===== src/rtl/grid_cell_picker.sv =====
// grid_cell_picker: maps the mouse position onto the board grid. It reports the
// hovered cell every cycle and turns a left-button press on a cell into a
// one-shot click event that is held until the consumer acknowledges it.
module grid_cell_picker #(
  parameter int unsigned X_POS     = 0,
  parameter int unsigned Y_POS     = 0,
  parameter int unsigned CELL_LOG2 = 5,
  parameter int unsigned CELLS     = 12,
  parameter int unsigned BORDER    = 2
) (
  input  logic        clk,
  input  logic        rst,
  input  logic [11:0] xpos,
  input  logic [11:0] ypos,
  input  logic        left,
  input  logic        cell_ack,
  output logic        hover_valid,
  output logic [3:0]  hover_x,
  output logic [3:0]  hover_y,
  output logic        click_valid,
  output logic [3:0]  click_x,
  output logic [3:0]  click_y
);

  localparam logic [11:0]          X_OFF     = 12'(X_POS);
  localparam logic [11:0]          Y_OFF     = 12'(Y_POS);
  localparam logic [11:0]          GRID_SPAN = 12'(CELLS << CELL_LOG2);
  localparam logic [CELL_LOG2-1:0] BORDER_W  = BORDER[CELL_LOG2-1:0];

  typedef enum logic [1:0] {
    IDLE     = 2'd0,
    PENDING  = 2'd1,
    WAIT_REL = 2'd2
  } state_t;

  // stage 1: grid-relative offsets and button history
  logic [11:0] dx_q, dx_d, dy_q, dy_d;
  logic        left_s1_q, left_s1_d, left_s1d_q, left_s1d_d;
  // stage 2: hover outputs
  logic        hover_valid_q, hover_valid_d;
  logic [3:0]  hover_x_q, hover_x_d, hover_y_q, hover_y_d;
  // click event
  state_t      state_q, state_d;
  logic        click_valid_q, click_valid_d;
  logic [3:0]  click_x_q, click_x_d, click_y_q, click_y_d;

  logic        hit;
  logic        press;
  logic [3:0]  idx_x, idx_y;

  // pointer pipeline: subtract the grid origin, classify cell/border, register hover
  always_comb begin
    dx_d       = xpos - X_OFF;
    dy_d       = ypos - Y_OFF;
    left_s1_d  = left;
    left_s1d_d = left_s1_q;

    // positions left/above the grid wrap to large values and fail the span test
    hit   = (dx_q < GRID_SPAN) && (dx_q[CELL_LOG2-1:0] >= BORDER_W) &&
            (dy_q < GRID_SPAN) && (dy_q[CELL_LOG2-1:0] >= BORDER_W);
    idx_x = dx_q[CELL_LOG2 +: 4];
    idx_y = dy_q[CELL_LOG2 +: 4];
    press = left_s1_q & ~left_s1d_q;

    hover_valid_d = hit;
    hover_x_d     = hit ? idx_x : '0;
    hover_y_d     = hit ? idx_y : '0;
  end

  // click FSM next state; click_valid trails the state by one register so the
  // event shows 3 clocks after the press, but drops on the cycle after the ack
  always_comb begin
    state_d       = state_q;
    click_valid_d = 1'b0;
    click_x_d     = click_x_q;
    click_y_d     = click_y_q;
    case (state_q)
      IDLE: begin
        if (press && hit) begin
          state_d   = PENDING;
          click_x_d = idx_x;
          click_y_d = idx_y;
        end
      end
      PENDING: begin
        if (click_valid_q && cell_ack) begin
          state_d = left_s1_q ? WAIT_REL : IDLE;
        end else begin
          click_valid_d = 1'b1;
        end
      end
      WAIT_REL: begin
        if (!left_s1_q) state_d = IDLE;
      end
      default: state_d = IDLE;
    endcase
  end

  // FSM state register
  always_ff @(posedge clk) begin
    if (rst) state_q <= IDLE;
    else     state_q <= state_d;
  end

  // pipeline and output registers
  always_ff @(posedge clk) begin
    if (rst) begin
      dx_q          <= '0;
      dy_q          <= '0;
      left_s1_q     <= 1'b0;
      left_s1d_q    <= 1'b0;
      hover_valid_q <= 1'b0;
      hover_x_q     <= '0;
      hover_y_q     <= '0;
      click_valid_q <= 1'b0;
      click_x_q     <= '0;
      click_y_q     <= '0;
    end else begin
      dx_q          <= dx_d;
      dy_q          <= dy_d;
      left_s1_q     <= left_s1_d;
      left_s1d_q    <= left_s1d_d;
      hover_valid_q <= hover_valid_d;
      hover_x_q     <= hover_x_d;
      hover_y_q     <= hover_y_d;
      click_valid_q <= click_valid_d;
      click_x_q     <= click_x_d;
      click_y_q     <= click_y_d;
    end
  end

  assign hover_valid = hover_valid_q;
  assign hover_x     = hover_x_q;
  assign hover_y     = hover_y_q;
  assign click_valid = click_valid_q;
  assign click_x     = click_x_q;
  assign click_y     = click_y_q;

endmodule


===== config.mk =====
export PLATFORM = sky130hd
export DESIGN_NAME = grid_cell_picker
export DESIGN_NICKNAME = d
export VERILOG_FILES = /design/src/rtl/grid_cell_picker.sv
export SDC_FILE = /design/constraint.sdc
export NUM_CORES = 1
export LEC_CHECK = 0
export CAP_MARGIN = 20
export CORE_ASPECT_RATIO = 1.4
export CORE_MARGIN = 2
export CORE_UTILIZATION = 47
export DETAILED_ROUTE_END_ITERATION = 10
export PLACE_DENSITY = 0.89
export SLEW_MARGIN = 10
export SYNTH_ARGS = -nofsm -noshare
export SYNTH_HDL_FRONTEND = slang
export SYNTH_SLANG_ARGS = --single-unit

===== constraint.sdc =====
create_clock -name clk -period 2.4 [get_ports clk]
set_clock_uncertainty 0.05 [all_clocks]
set_input_delay 0.24 -clock clk [delete_from_list [all_inputs] [get_ports clk]]
set_output_delay 0.24 -clock clk [all_outputs]
set_load 0.05 [all_outputs]

==> reports/qor.tcl, run 1 <==
set qor(status) {finished, final reports clean}
set qor(finalCriticalPeriod_ns) 1.81
set qor(grtUsageTotal_pct) 16.8
set qor(largest_net_degree_at_the_start_of_global_routing) 20
set qor(cts-buffers-inserted) 5
set qor(drtAntennaViolNets) 0
set qor(number_of_detailed_routing_iterations_run_before_antenna_repair) 4
set qor(p_switching_w) 0.000295
set qor(postRouteWirelength_mm) 2.53
set qor(drt_drc_violations_left) 0
set qor(post_synth.cell_area_avg_um2) 11.4
set qor(std_cell_core_area_um2) 2880
set qor(post-dp-hpwl_mm) 1.89
set qor(synth_fp_nets) 153
set qor(design.portCount) 46
set qor(global_route_wire_length_before_repair_mm) 4.26
set qor(post_synth_inst_count) 125
set qor(netSwitchingFraction_pct) 21.9
set qor(routed_via_density) 5.00
set qor(setup_total_negative_slack_ns) 0
set qor(detail_route.iter0.violations) 23
set qor(yosys_register_bits) 44
set qor(grt_pass1_vias) 988
set qor(powerDensity_nw_per_um2) 684
set qor(critical_path.startpoint_type) {register}
set qor(setup_viol) 0
set qor(worst-slew-pin-transition_ns) 0.680
set qor(slew_violations) 0
set qor(power.leakage_nw) 0.720
set qor(layout.cells.most_common) {sky130_fd_sc_hd__dfxtp_1}
set qor(io_buffers) 43
set qor(post_cts_hold_buffer_count) 0
set qor(layout.filler_cells) 229
set qor(layout.cell_area.non_filler_um2) 1970
set qor(clock_tree_sinks) 44
set qor(intPower_w) 0.00105
set qor(max-slew-margin-rel_pct) 54.5
set qor(total_die_area_um2) 3490
set qor(die-width_um) 50.5
set qor(cts_root_buffer) {sky130_fd_sc_hd__clkbuf_8}
set qor(rsz0062_at_grt) {no}
set qor(power_frac_clock_pct) 34.4
set qor(post_cts_resize_count) 0
set qor(max_capacitance_violation_count) 0
set qor(final_hold_viol_count) 0
set qor(final.period_utilization_pct) 75.4
set qor(fmaxAchievable_mhz) 552
set qor(detailed_place.area_um2) 1870
set qor(syn2layout_area_growth_pct) 38.0
set qor(postCtsSetupBuffers) 0
set qor(cts_max_level) 2
set qor(netlist_area_um2) 1420
set qor(finalWeightedCongestion) 0.837
set qor(dieHeight_um) 69.1
set qor(cts.clk_slew.worst_paths_ns) 0.08
set qor(post_synth_num_cell_types) 24
set qor(criticalPathCategory) {reg -> reg}
set qor(worst_ep_arrival_time_ns) 1.91
set qor(p_seq_share_pct) 56.9
set qor(timing.critical_path.fanout_max) 9
set qor(global_route.overflow_total) 0
set qor(required_time_at_the_endpoint_of_the_critical_path_ns) 2.50
set qor(post_drt_wl_per_cell_um) 12.2
set qor(power.combinational.fraction_pct) 8.7
set qor(core.rowCount) 23
set qor(grt_antenna_before_repair) 0
set qor(worst_setup_path_end_kind) {register}
set qor(ir_worst_vdd_mv) 0.572
set qor(multiInputGateArea_um2) 508
set qor(clk_path_buf_depth) 2
set qor(share_of_cells_above_drive_strength_1_pct) 9.94
set qor(vias) 1039
set qor(worst_hold_path_type) {reg -> reg}
set qor(most_frequent_cells_in_the_layout) {44 x sky130_fd_sc_hd__dfxtp_1, 43 x sky130_fd_sc_hd__clkdlybuf4s50_1, 24 x sky130_fd_sc_hd__nor2b_1, 9 x sky130_fd_sc_hd__and2_1}
set qor(start_util_pct) 49.5
set qor(insertion_delay_ns) 0.30
set qor(area.sequential_um2) 881
set qor(ys_warn_count) 0
set qor(synth_sequential_area_ratio_pct) 61.9
set qor(antenna_cells) 0
set qor(cts_tree) {yes}
set qor(finish.net_count) 198
[state kept, by name (all words and copies together) (netlist names)]
register	flops
state_q	2
hover_y	4
left_s1d_q	1
click_y	4
hover_x	4
click_x	4
dy_q	11
click_valid	1
left_s1_q	1
hover_valid	1
dx_q	11
[power groups by stage]
stage | registers (W) | logic (W) | clock network, W
2_1_floorplan | 0.000788 | 0.0000601 | 0
3_3_place_gp | 0.000781 | 0.000115 | 0
3_5_place_dp | 0.000782 | 0.000117 | 0
4_1_cts | 0.000765 | 0.000117 | 0.000475
5_1_grt | 0.000768 | 0.000127 | 0.000508
6_report | 0.000765 | 0.000117 | 0.000462
[worst max-delay path, stage by stage, from the launching register on]
cell and delay, ns:
sky130_fd_sc_hd__dfxtp_1 0.37, sky130_fd_sc_hd__nor4b_4 0.56, sky130_fd_sc_hd__nand3_2 0.28, sky130_fd_sc_hd__o21ai_0 0.29, sky130_fd_sc_hd__a21oi_1 0.11
[cell type report]
cell class	instances	area share [%]
tap	37	2.36
clock inverter	2	0.509
clock buffer	6	4.20
timing repair buffer	44	22.3
sequential	44	44.8
multi-input combinational	75	25.8
[kinds of logic (layout without fill, tap and decap cells)]
kind of cell,Yosys count,in the layout,share of synthesized area (%)
AO/OA/AOI/OAI,18,18,6.68
buffers and inverters,6,52,2.46
flip-flops,44,44,61.9
multiplexers,1,1,0.703
AND/OR/NAND/NOR,56,56,28.3
[layer usage]
layer | share of wire [%] | GRT usage [%] | routed length, µm | vias up
met1 | 39 | 16.6 | 992 | 466
met5 | 0 | 0 | 0 | -
li1 | - | - | - | 512
met3 | 7.2 | 6.71 | 183 | 7
met4 | 3.1 | 12.0 | 78 | 0
met2 | 50 | 27.5 | 1280 | 54
[through the flow]
step | setup slack, ns | utilization, % | total power [W] | cells | hold WS (ns)
after floorplan | 0.866 | - | 0.000849 | 125 | 0.318
after global placement | 0.708 | 65.1 | 0.000896 | 200 | 0.392
after detailed placement | 0.661 | 65.1 | 0.000900 | 200 | 0.400
after CTS | 0.644 | 68.3 | 0.00136 | 208 | 0.423
after global routing | 0.500 | 68.3 | 0.00140 | 208 | 0.432
final | 0.589 | 68.3 | 0.00134 | 208 | 0.416
[synthesized netlist by cell type (all sizes together)]
library cell	instances	share of area, %
buf	3	1.7
nor3b	1	1.3
and3	1	0.44
dfxtp	44	62
nor4	1	0.88
nor3	2	0.70
nand4	8	3.5
or4	2	1.6
a21oi	8	2.8
nand3	3	2.3
mux2i	1	0.70
nor2b	24	11
nand2	3	0.79
a211oi	1	0.53
clkbuf	3	0.79
and2	10	4.6
nor4b	1	1.7
o21ai	8	2.8
o21a	1	0.53
[final timing paths]
path                           startpoint                       to  slack (ns)  cells after the start
hold reg to reg        dy_q[6]$_SDFF_PP0_    hover_y[1]$_SDFF_PP0_        0.42                      1
hold / removal         dy_q[6]$_SDFF_PP0_    hover_y[1]$_SDFF_PP0_        0.42                      1
setup / recovery  state_q[1]$_SDFFE_PP0P_  click_x[2]$_SDFFE_PP0P_        0.59                      4
setup reg to reg  state_q[1]$_SDFFE_PP0P_  click_x[2]$_SDFFE_PP0P_        0.59                      4
No activity file was read; power rests on OpenSTA's default activity.
==> run 2, diff against run 1 <==
- CORE_UTILIZATION: 47 -> 44
- PLACE_DENSITY: 0.89 -> 0.85
- clock period: 2.4 -> 1.85 ns (I/O delays scaled with it)
==> run 2 against run 1 <==
Routed wire length is 4.1% higher. Sequential share of layout area is 0.34 points lower. Cell count is 1.9% higher. Total power is 29% higher. Critical path type is now reg -> out. Critical path depth is 3 lower. Worst hold slack worse by 0.028 ns. Largest power group unchanged. Die area is 6.3% higher. Flip-flop and latch count stayed put. First-iteration DRC count is 17% lower. Clock power is 28% higher.
==> reports/qor.tcl, run 2 (same netlist as run 1, synthesis figures left out) <==
set qor(status) {finished, final reports clean} ;# unchanged
set qor(grt_antenna_before_repair) 0 ;# unchanged
set qor(finish.net_count) 200 ;# was 198
set qor(post_cts_hold_buffer_count) 0 ;# unchanged
set qor(postRouteWirelength_mm) 2.63 ;# was 2.53 mm
set qor(finalWeightedCongestion) 0.824 ;# was 0.837
set qor(rsz0062_at_grt) {no} ;# unchanged
set qor(max_capacitance_violation_count) 0 ;# unchanged
set qor(layout.filler_cells) 245 ;# was 229
set qor(max-slew-margin-rel_pct) 66.1 ;# was 54.5%
set qor(finalCriticalPeriod_ns) 1.71
set qor(setup_total_negative_slack_ns) 0 ;# unchanged
set qor(most_frequent_cells_in_the_layout) {44 x sky130_fd_sc_hd__dfxtp_1, 43 x sky130_fd_sc_hd__clkdlybuf4s50_1, 24 x sky130_fd_sc_hd__nor2b_1, 9 x sky130_fd_sc_hd__and2_1} ;# unchanged
set qor(criticalPathCategory) {reg -> out} ;# was reg -> reg
set qor(share_of_cells_above_drive_strength_1_pct) 9.83 ;# was 9.94%
set qor(cell_family_with_the_largest_share_of_critical_path_delay) {buffers and inverters} ;# was simple AND/OR/NAND/NOR gates
set qor(power.leakage_nw) 0.724 ;# was 0.720 nW
set qor(slew_violations) 0 ;# unchanged
set qor(total_die_area_um2) 3710 ;# was 3490 µm²
set qor(design.portCount) 46 ;# unchanged
set qor(fin_total_pwr_w) 0.00174 ;# was 0.00134 W
set qor(intPower_w) 0.00137 ;# was 0.00105 W
set qor(post-dp-hpwl_mm) 2.03 ;# was 1.89 mm
set qor(ir_worst_vdd_mv) 0.640 ;# was 0.572 mV
set qor(detail_route.iter0.violations) 19 ;# was 23
set qor(required_time_at_the_endpoint_of_the_critical_path_ns) 1.62 ;# was 2.50 ns
set qor(powerDensity_nw_per_um2) 879 ;# was 684 nW/µm²
set qor(grt_pass1_vias) 1051 ;# was 988
set qor(critical_path.startpoint_type) {register} ;# unchanged
set qor(cts_max_level) 2 ;# unchanged
set qor(syn2layout_area_growth_pct) 39.1 ;# was 38.0%
set qor(cts_root_buffer) {sky130_fd_sc_hd__clkbuf_8} ;# unchanged
set qor(die-width_um) 52.1 ;# was 50.5 µm
set qor(postCtsSetupBuffers) 0 ;# unchanged
set qor(setup_viol) 0 ;# unchanged
set qor(fmaxAchievable_mhz) 584
set qor(dieHeight_um) 71.3 ;# was 69.1 µm
set qor(worst_hold_path_type) {in -> reg} ;# was reg -> reg
set qor(io_buffers) 43 ;# unchanged
set qor(regToRegSetupSlack_ns) 0.27 ;# was 0.59 ns
set qor(netSwitchingFraction_pct) 21.2 ;# was 21.9%
set qor(cp.buffers_inverters) 1 ;# was 0
set qor(global_route.overflow_total) 0 ;# unchanged
set qor(largest_net_degree_at_the_start_of_global_routing) 20 ;# unchanged
set qor(clk_path_buf_depth) 2 ;# unchanged
set qor(final_hold_viol_count) 0 ;# unchanged
set qor(routed_via_density) 4.99 ;# was 5.00
set qor(worst-slew-pin-transition_ns) 0.507 ;# was 0.680 ns
set qor(worst_setup_path_end_kind) {primary output} ;# was register
set qor(biggestRegsByFlops) {dx_q x11, dy_q x11} ;# unchanged
set qor(drt_drc_violations_left) 0 ;# unchanged
set qor(global_route_wire_length_before_repair_mm) 4.28 ;# was 4.26 mm
set qor(power_frac_clock_pct) 34.0 ;# was 34.4%
set qor(start_util_pct) 46.0 ;# was 49.5%
set qor(insertion_delay_ns) 0.29 ;# was 0.30 ns
set qor(number_of_detailed_routing_iterations_run_before_antenna_repair) 4 ;# unchanged
set qor(cpPeakStageDelay_ns) 0.82 ;# was 0.56 ns
set qor(post_drt_wl_per_cell_um) 12.4 ;# was 12.2 µm
set qor(worstPathCellList) {clkdlybuf4s50_1} ;# was nor4b_4, nand3_2, o21ai_0, a21oi_1
set qor(cts_tree) {yes} ;# unchanged
set qor(p_switching_w) 0.000369 ;# was 0.000295 W
set qor(cts-buffers-inserted) 5 ;# unchanged
set qor(drtAntennaViolNets) 0 ;# unchanged
set qor(post_cts_resize_count) 0 ;# unchanged
set qor(worst_ep_arrival_time_ns) 1.48 ;# was 1.91 ns
set qor(p_seq_share_pct) 57.0 ;# was 56.9%
set qor(power.combinational.fraction_pct) 9.1 ;# was 8.7%
set qor(layout.cells.most_common) {sky130_fd_sc_hd__dfxtp_1} ;# unchanged
set qor(core.rowCount) 24 ;# was 23
set qor(antenna_cells) 0 ;# unchanged
set qor(cts.clk_slew.worst_paths_ns) 0.07 ;# was 0.08 ns
set qor(timing.critical_path.fanout_max) 3 ;# was 9
set qor(crit_path_top_delay_cell) {sky130_fd_sc_hd__clkdlybuf4s50_1} ;# was sky130_fd_sc_hd__nor4b_4
set qor(final.period_utilization_pct) 92.5
set qor(vias) 1058 ;# was 1039
set qor(std_cell_core_area_um2) 3090 ;# was 2880 µm²
set qor(clock_tree_sinks) 44 ;# unchanged
set qor(grtUsageTotal_pct) 16.1 ;# was 16.8%
[run 2: per-stage QoR]
step	hold WS (ns)	setup WS, ns	util (%)	instance area (µm²)	cells
6_report	0.387	0.138	64.0	1980	212
5_1_grt	0.390	0.0984	64.0	1980	212
4_1_cts	0.379	0.129	64.0	1980	212
3_5_place_dp	0.401	0.267	61.1	1890	204
3_3_place_gp	0.390	0.335	61.1	1890	204
2_1_floorplan	0.263	0.316	-	1420	125
[run 2: power by group through the flow]
stage	clock network (W)	registers (W)	logic [W]
after floorplan	0	0.00102	0.0000780
after detailed placement	0	0.00101	0.000159
after global placement	0	0.00101	0.000153
final	0.000591	0.000992	0.000158
after global routing	0.000643	0.000994	0.000170
after CTS	0.000608	0.000992	0.000160
[run 2: final timing paths]
kind                     startpoint                    end  cells after the start
max          click_valid$_SDFF_PP0_            click_valid                      1
min                            left   left_s1_q$_SDFF_PP0_                      2
max reg2reg      dy_q[8]$_SDFF_PP0_  hover_x[3]$_SDFF_PP0_                      4
min reg2reg      dy_q[6]$_SDFF_PP0_  hover_y[1]$_SDFF_PP0_                      1
[run 2: cell type report]
class / count / area (µm²) / area share, %
Clock buffer: 8 / 90.1 / 4.55
Multi-Input combinational cell: 75 / 508 / 25.6
Sequential cell: 44 / 881 / 44.5
Tap cell: 39 / 48.8 / 2.46
Timing Repair Buffer: 46 / 453 / 22.9
[run 2: layer usage]
layer,global-route usage [%],share of wire [%],vias up
met4,11.7,3.7,0
met3,5.83,6.5,9
met1,13.2,33,485
met5,0,0,-
li1,-,-,517
met2,29.5,56,47
==> run 3, diff against run 2 <==
- CTS_CLUSTER_DIAMETER: unset -> 120
==> results of run 3 <==
Final layout, timing and power as in run 2 (identical DEF).
